File: config.mk
export PLATFORM = sky130hd
export DESIGN_NAME = q_argmax_seq
export DESIGN_NICKNAME = d
export VERILOG_FILES = /design/src/rtl/q_argmax_seq.sv
export SDC_FILE = /design/constraint.sdc
export NUM_CORES = 1
export LEC_CHECK = 0
export CORE_ASPECT_RATIO = 0.8
export CORE_MARGIN = 5
export CORE_UTILIZATION = 30
export CTS_CLUSTER_SIZE = 40
export DETAILED_ROUTE_END_ITERATION = 8
export PLACE_DENSITY = 0.58
export SLEW_MARGIN = 20
export SYNTH_ARGS = -nofsm -noshare
export SYNTH_HDL_FRONTEND = slang
export SYNTH_SLANG_ARGS = --single-unit
File: constraint.sdc
create_clock -name clk -period 4.95 [get_ports clk]
set_input_delay 0.99 -clock clk [delete_from_list [all_inputs] [get_ports clk]]
set_output_delay 0.99 -clock clk [all_outputs]
set_load 0.05 [all_outputs]
File: src/rtl/q_argmax_seq.sv
// Sequential max/argmax over N masked Q-values, one entry per clock.
// Inputs are snapshotted on start; results are registered and held until the next done.
module q_argmax_seq #(
    parameter int N = 9,
    parameter int W = 16,
    parameter bit SIGNED = 1'b1,
    localparam int IDX_W = $clog2(N)
) (
    input  logic             clk,
    input  logic             rst_n,
    input  logic             start,
    input  logic [N*W-1:0]   q_vec,
    input  logic [N-1:0]     legal_mask,
    output logic             busy,
    output logic             done,
    output logic [W-1:0]     max_q,
    output logic [IDX_W-1:0] max_idx,
    output logic             none_legal
);

    typedef enum logic [1:0] {IDLE, SCAN, DONE} state_t;

    localparam logic [IDX_W-1:0] LAST_IDX = IDX_W'(N - 1);

    state_t           state_q;
    logic [W-1:0]     qSnap_q [N];
    logic [N-1:0]     mask_q;
    logic [IDX_W-1:0] scanIdx_q;
    logic [W-1:0]     best_q;
    logic [IDX_W-1:0] bestIdx_q;
    logic             found_q;
    logic             busy_q;
    logic             done_q;
    logic [W-1:0]     maxQ_q;
    logic [IDX_W-1:0] maxIdx_q;
    logic             noneLegal_q;

    logic [W-1:0]     curVal;
    logic             curBetter;
    logic             takeEntry;

    // Strict greater-than keeps the earliest index on ties.
    always_comb begin
        curVal = qSnap_q[scanIdx_q];
        if (SIGNED) begin
            curBetter = $signed(curVal) > $signed(best_q);
        end else begin
            curBetter = curVal > best_q;
        end
        takeEntry = mask_q[scanIdx_q] && (!found_q || curBetter);
    end

    always_ff @(posedge clk or negedge rst_n) begin
        if (!rst_n) begin
            state_q     <= IDLE;
            for (int i = 0; i < N; i++) begin
                qSnap_q[i] <= '0;
            end
            mask_q      <= '0;
            scanIdx_q   <= '0;
            best_q      <= '0;
            bestIdx_q   <= '0;
            found_q     <= 1'b0;
            busy_q      <= 1'b0;
            done_q      <= 1'b0;
            maxQ_q      <= '0;
            maxIdx_q    <= '0;
            noneLegal_q <= 1'b0;
        end else begin
            done_q <= 1'b0;
            unique case (state_q)
                IDLE: begin
                    if (start) begin
                        for (int i = 0; i < N; i++) begin
                            qSnap_q[i] <= q_vec[i*W +: W];
                        end
                        mask_q    <= legal_mask;
                        scanIdx_q <= '0;
                        best_q    <= '0;
                        bestIdx_q <= '0;
                        found_q   <= 1'b0;
                        busy_q    <= 1'b1;
                        state_q   <= SCAN;
                    end
                end
                SCAN: begin
                    if (takeEntry) begin
                        best_q    <= curVal;
                        bestIdx_q <= scanIdx_q;
                        found_q   <= 1'b1;
                    end
                    if (scanIdx_q == LAST_IDX) begin
                        state_q <= DONE;
                    end else begin
                        scanIdx_q <= scanIdx_q + IDX_W'(1);
                    end
                end
                DONE: begin
                    // best_q/bestIdx_q stay zero when nothing was legal.
                    maxQ_q      <= best_q;
                    maxIdx_q    <= bestIdx_q;
                    noneLegal_q <= !found_q;
                    done_q      <= 1'b1;
                    busy_q      <= 1'b0;
                    state_q     <= IDLE;
                end
                default: state_q <= IDLE;
            endcase
        end
    end

    assign busy       = busy_q;
    assign done       = done_q;
    assign max_q      = maxQ_q;
    assign max_idx    = maxIdx_q;
    assign none_legal = noneLegal_q;

endmodule
### Yosys cells after proc, flatten, opt, wreduce, memory -nomap -nowiden

Cells that the tools add are included.
Widths: inputs -> output; s select.

* bits in latches: 0
* ROM bits: 0
* output and inout port bits: 23
* bits in registers: 203
* RAM bits: 0
* input port bits: 156
* word-level logic and storage cells: 65
* memories kept: 0

* $mul: 0
* shifts and indexed selects: 0
* div/mod/pow operators: 0
* bitwise operators: 1
* eq/ne operators: 7
* reductions and logical operators: 11
* magnitude comparators: 3
* add/sub/neg operators: 1
* mux-type cells: 22

Operators by type and width (count)
* $bmux 16 s4: 1
* $mux 16: 4
* $pmux 16 s2: 1
* $gt 16x16->1: 1
* $pmux 4 s2: 2
* $mux 4: 3
* $ne 2x2->1 const B: 4
* $reduce_and 2->1: 3
* $reduce_and 3->1: 2
* $ge 5x5->1 const B: 1
* $lt 4x5->1 const B: 1
* $mux 1: 5
* $not 4->5: 1
* $add 4x1->4 const B: 1
* $bmux 1 s4: 1
* $eq 4x4->1 const B: 1
* $mux 2: 2
* $pmux 1 s2: 2
* $pmux 2 s2: 1
* $reduce_bool 2->1: 2
* $eq 2x1->1 const B: 1
* $eq 2x2->1 const B: 1
* $logic_not 2->1: 1
* $logic_and 1x1->1: 1
* 2 further kinds: 2

### Depth between registers and ports, before layout

* depth after elaboration: 9
* depth in mapped cells: 15
* mapped depth without buffers: 11

### Least setup slack after synthesis

No wires, ideal clock.

* path type: register to register
* start: register scanIdx_q[0]
* end: register best_q[10]
* clock period less this slack: 3537 ps
* library setup time: 125 ps
* stages on the path, launching flop included: 15
* path buffers: 4
* data arrival time: 3412 ps
* path slack: 1413 ps
* required time: 4825 ps
* path through: dfrtp_1 -> buf_4 -> buf_12 -> buf_2 -> mux4_2 -> mux2i_1 -> o21ai_0 -> ha_1 -> nand4_1 -> nor3_1 -> a21boi_0 -> nor3_1 -> a211oi_2 -> buf_6 -> mux2_2

* word-level cells in the longest chain between the ends: 9
* elaborated cells on any way between the ends: 13
* classes of those cells: 1 x order compare; 1 x eq/ne; 7 x mux; 1 x bitwise; 3 x reduce/logical

Ends and longest elaborated chain
* start, declared: line 28 `logic [IDX_W-1:0] scanIdx_q;`
* start signal, assigned: line 95 `scanIdx_q <= scanIdx_q + IDX_W'(1);`
* $not 4->5 (implied by the code): line 44 `curVal = qSnap_q[scanIdx_q];`
* $bmux 16 s4: line 44
* $mux 16 (implied by the code) (2 in a row): line 44
* $gt 16x16->1: line 46 `curBetter = $signed(curVal) > $signed(best_q);`
* $logic_or 1x1->1: line 50 `takeEntry = mask_q[scanIdx_q] && (!found_q || curBetter);`
* $logic_and 1x1->1: line 50
* $ne 2x2->1 (no line)
* $reduce_and 3->1 (no line)
* end signal, assigned: line 88 `best_q <= curVal;`
* end, declared: line 29 `logic [W-1:0] best_q;`

Parallel ways exist; a longest one is shown, timed or not. The select of a mux whose other input is x is not followed.
A chain may end at the register's enable or synchronous reset.

### Final worst setup path

Same ends and word-level chain as after synthesis.

==> flow_metrics.py <==
metrics = {
    "run_status": {
        "status": "finished clean",
    },
    "global_route": {
        "grt_max_degree": 97,
        "grt.total_usage": 0.158,
        "antenna_found_initial": 0,
        "grt_pass1_vias": 7510,
        "overflow": 0,
        "grt_pass1_wl_um": 43100,
    },
    "sta": {
        "final.setup.tns_ns": 0,
        "drv_slew": 0,
        "final-hold-violation-count": 0,
        "fmax_mhz": 238,
        "slew-limit-headroom": 0.397,
        "grt_setup_unrepaired": "false",
        "worstMarginPinSlew_ns": 0.904,
        "setup_violations": 0,
        "period_needed_ns": 4.21,
        "fin_crit_sh": 0.850,
        "finClkSkew_ns": 0.0165,
    },
    "routing": {
        "vias_per_cell": 4.53,
        "drtIter0Drc": 515,
        "drcViolationCount": 0,
        "dr.pass1.iters": 5,
        "dr_total_vias": 7075,
        "wl_per_cell_um": 17.5,
        "wl_um": 27400,
        "ant_nets": 0,
    },
    "synthesis": {
        "synth_seq_cells": 203,
        "ys_seq_area_frac": 0.548,
        "synth_cell_type_count": 36,
        "synth_area_um2": 9270,
        "syn_avg_cell_area_um2": 9.56,
        "syn-num-nets": 1144,
        "yosysWarnings": 0,
        "synthCells": 970,
    },
    "clock_tree": {
        "htreeDepth": 1,
        "clock_latency_ns": 0.50,
        "cts_tree": "built",
        "cts-root-buf": "clkbuf_16",
        "cts_sinks": 203,
        "postCtsSetupBuffers": 0,
        "cts_buffers": 21,
        "ctsHoldBuffers": 0,
        "path_clk_slew_ns": 0.07,
        "cts_resized": 0,
        "clockBufferDepth": 3,
    },
    "critical_path": {
        "r2r_slack_ns": 0.74,
        "arrival_ns": 4.58,
        "startpoint_type": "flip-flop",
        "rr_startpoint": "scanIdx_q[0]",
        "cp_slowest_cell": "dfrtp_2",
        "crit_family": "multiplexers",
        "cp-startpoint": "scanIdx_q[0]",
        "crit_cells": 12,
        "critPathMaxStageDelay_ns": 0.76,
        "crit_fanout": 18,
        "crit_buf_inv": 2,
        "cp_common_cell": "nor3_1",
        "cp-endpoint": "best_q[10]",
        "worstPathCellList": "buf_12 > mux4_2 > mux2i_1 > o21ai_0 > ha_1 > nand4_1 > nor3_1 > a21boi_0 > nor3_1 > a211oi_4 > buf_4 > mux2_2",
        "reg2reg_depth": 12,
        "endpoint_kind": "flip-flop",
        "crit_type": "flip-flop to flip-flop",
        "critical_path_required_ns": 5.32,
        "reg2reg_to": "best_q[10]",
    },
    "placed_design": {
        "post-place-cells": 1520,
        "globalplace.congestion": 0.881,
        "dp.final_hpwl_um": 20400,
        "port_buffers": 178,
    },
    "cells_and_area": {
        "final_cells": 1563,
        "layout-drive-gt1-share": 0.100,
        "nNetsFinal": 1309,
        "syn2layout_area_growth_pct": 32.0,
        "fillers": 3089,
        "antennaDiodeCount": 0,
        "fin_util": 0.402,
    },
    "power_and_ir_drop": {
        "irDropWorstVdd_mv": 0.281,
        "powerDensity_nw_per_um2": 672,
        "leakage_nw": 5.95,
    },
    "floorplan": {
        "fp-row-count": 57,
        "floorplan.initialDensity": 0.304,
        "die_w_um": 207,
        "core-area_um2": 30500,
        "ios": 179,
        "die_area_um2": 34500,
        "die_h_um": 167,
    },
    "worst_hold_path": {
        "hp-class": "primary input to async pin",
    },
    "job": {
        "cap_violations": 0,
    },
}
-- layout by cell type (no fill, tap or decap), types with 2 or more instances in the layout --
master and count:
mux2_4 4, nand3_1 6, clkdlybuf4s50_1 177, ha_1 18, o21ai_0 33, clkbuf_8 6
mux2i_1 25, buf_12 3, a21oi_1 5, clkinv_2 5, mux4_2 33, mux2_2 16
clkbuf_16 21, dfrtp_1 201, nand4_1 6, a21o_1 3, clkbuf_1 3, dfrtp_2 2
nor2_1 19, nand2_1 502, inv_1 21, buf_4 17, xnor2_1 2, nor3_1 2
bufinv_16 2, nor2b_1 2
-- area by class of cell --
class	count	area, µm²	area share
flip-flops and latches	203	5080	0.415
multi-input cells	690	3880	0.317
repair buffers	198	1970	0.161
clock buffers	29	606	0.0495
well taps	413	517	0.0422
clock inverters	9	101	0.00828
inverters	21	78.8	0.00644
-- power by group --
group	switching, mW	internal, mW
Combinational	1.94	1.63
Clock	0.670	0.962
Sequential	0.587	2.43
Total	3.20	5.02
-- per-layer routing --
| layer | up-vias | share of wire | GRT usage |
|---|---|---|---|
| li1 | 3456 | - | - |
| met1 | 3426 | 0.48 | 0.236 |
| met2 | 164 | 0.45 | 0.245 |
| met3 | 29 | 0.049 | 0.0275 |
| met4 | 0 | 0.018 | 0.0304 |
| met5 | - | 0 | 0 |
-- registers in the layout (all words and copies together) (netlist names), 2 cells and up --
signal	cells
qSnap_q	144
best_q	16
max_q	16
mask_q	9
bestIdx_q	4
max_idx	4
scanIdx_q	4
state_q	2
-- synthesized netlist by cell type, drive strengths merged --
| cell | n | area [µm²] |
|---|---|---|
| and2 | 1 | 6.26 |
| nand3 | 6 | 30.0 |
| o211ai | 1 | 7.51 |
| a311oi | 1 | 8.76 |
| nand4 | 6 | 37.5 |
| nand2 | 503 | 1890 |
| clkbuf | 45 | 169 |
| o2111ai | 1 | 8.76 |
| a21oi | 5 | 25.0 |
| and3 | 1 | 6.26 |
| nor2b | 2 | 12.5 |
| a211oi | 1 | 12.5 |
| mux2 | 20 | 240 |
| mux2i | 25 | 250 |
| ha | 18 | 225 |
| nor2 | 19 | 71.3 |
| o311a | 1 | 10.0 |
| a21o | 3 | 22.5 |
| mux4 | 33 | 743 |
| inv | 21 | 78.8 |
| nor4b | 2 | 32.5 |
| o21ai | 33 | 165 |
| xnor2 | 2 | 17.5 |
| buf | 11 | 82.6 |
| a21boi | 1 | 7.51 |
| nor3b | 1 | 7.51 |
| a2111oi | 1 | 8.76 |
| dfrtp | 203 | 5080 |
| nor3 | 2 | 10.0 |
| nand2b | 1 | 6.26 |
-- worst min-delay path by stage --
| stage | end | slack (ns) |
|---|---|---|
| 4_1_cts | qSnap_q[96] | 0.48 |
| 3_3_place_gp | qSnap_q[78] | 0.46 |
| 3_5_place_dp | qSnap_q[102] | 0.46 |
| 2_1_floorplan | qSnap_q[100] | 0.44 |
| 5_1_grt | qSnap_q[141] | 0.49 |
| 6_report | done | 0.46 |
-- stage by stage --
step | cell area, µm² | setup slack, ns | hold slack, ns | power, mW
global placement | 11500 | 0.408 | 0.456 | 6.51
CTS | 12200 | 0.248 | 0.478 | 8.21
global route | 12200 | 0.376 | 0.494 | 8.81
floorplan | 9270 | 1.41 | 0.440 | 5.33
finish | 12200 | 0.742 | 0.462 | 8.22
detailed placement | 11500 | 0.298 | 0.461 | 6.56
-- kinds of logic (layout without fill, tap and decap cells) --
kind of cell	count (synthesis)	count (layout)	synth area share
multiplexers	78	78	0.133
AND/OR/NAND/NOR	544	544	0.227
AO/OA/AOI/OAI	48	48	0.0298
XOR/XNOR	2	2	0.00189
adder cells (fa/ha/maj)	18	18	0.0243
buffers and inverters	77	257	0.0356
flip-flops	203	203	0.548
(Power assumes the default switching activity.)
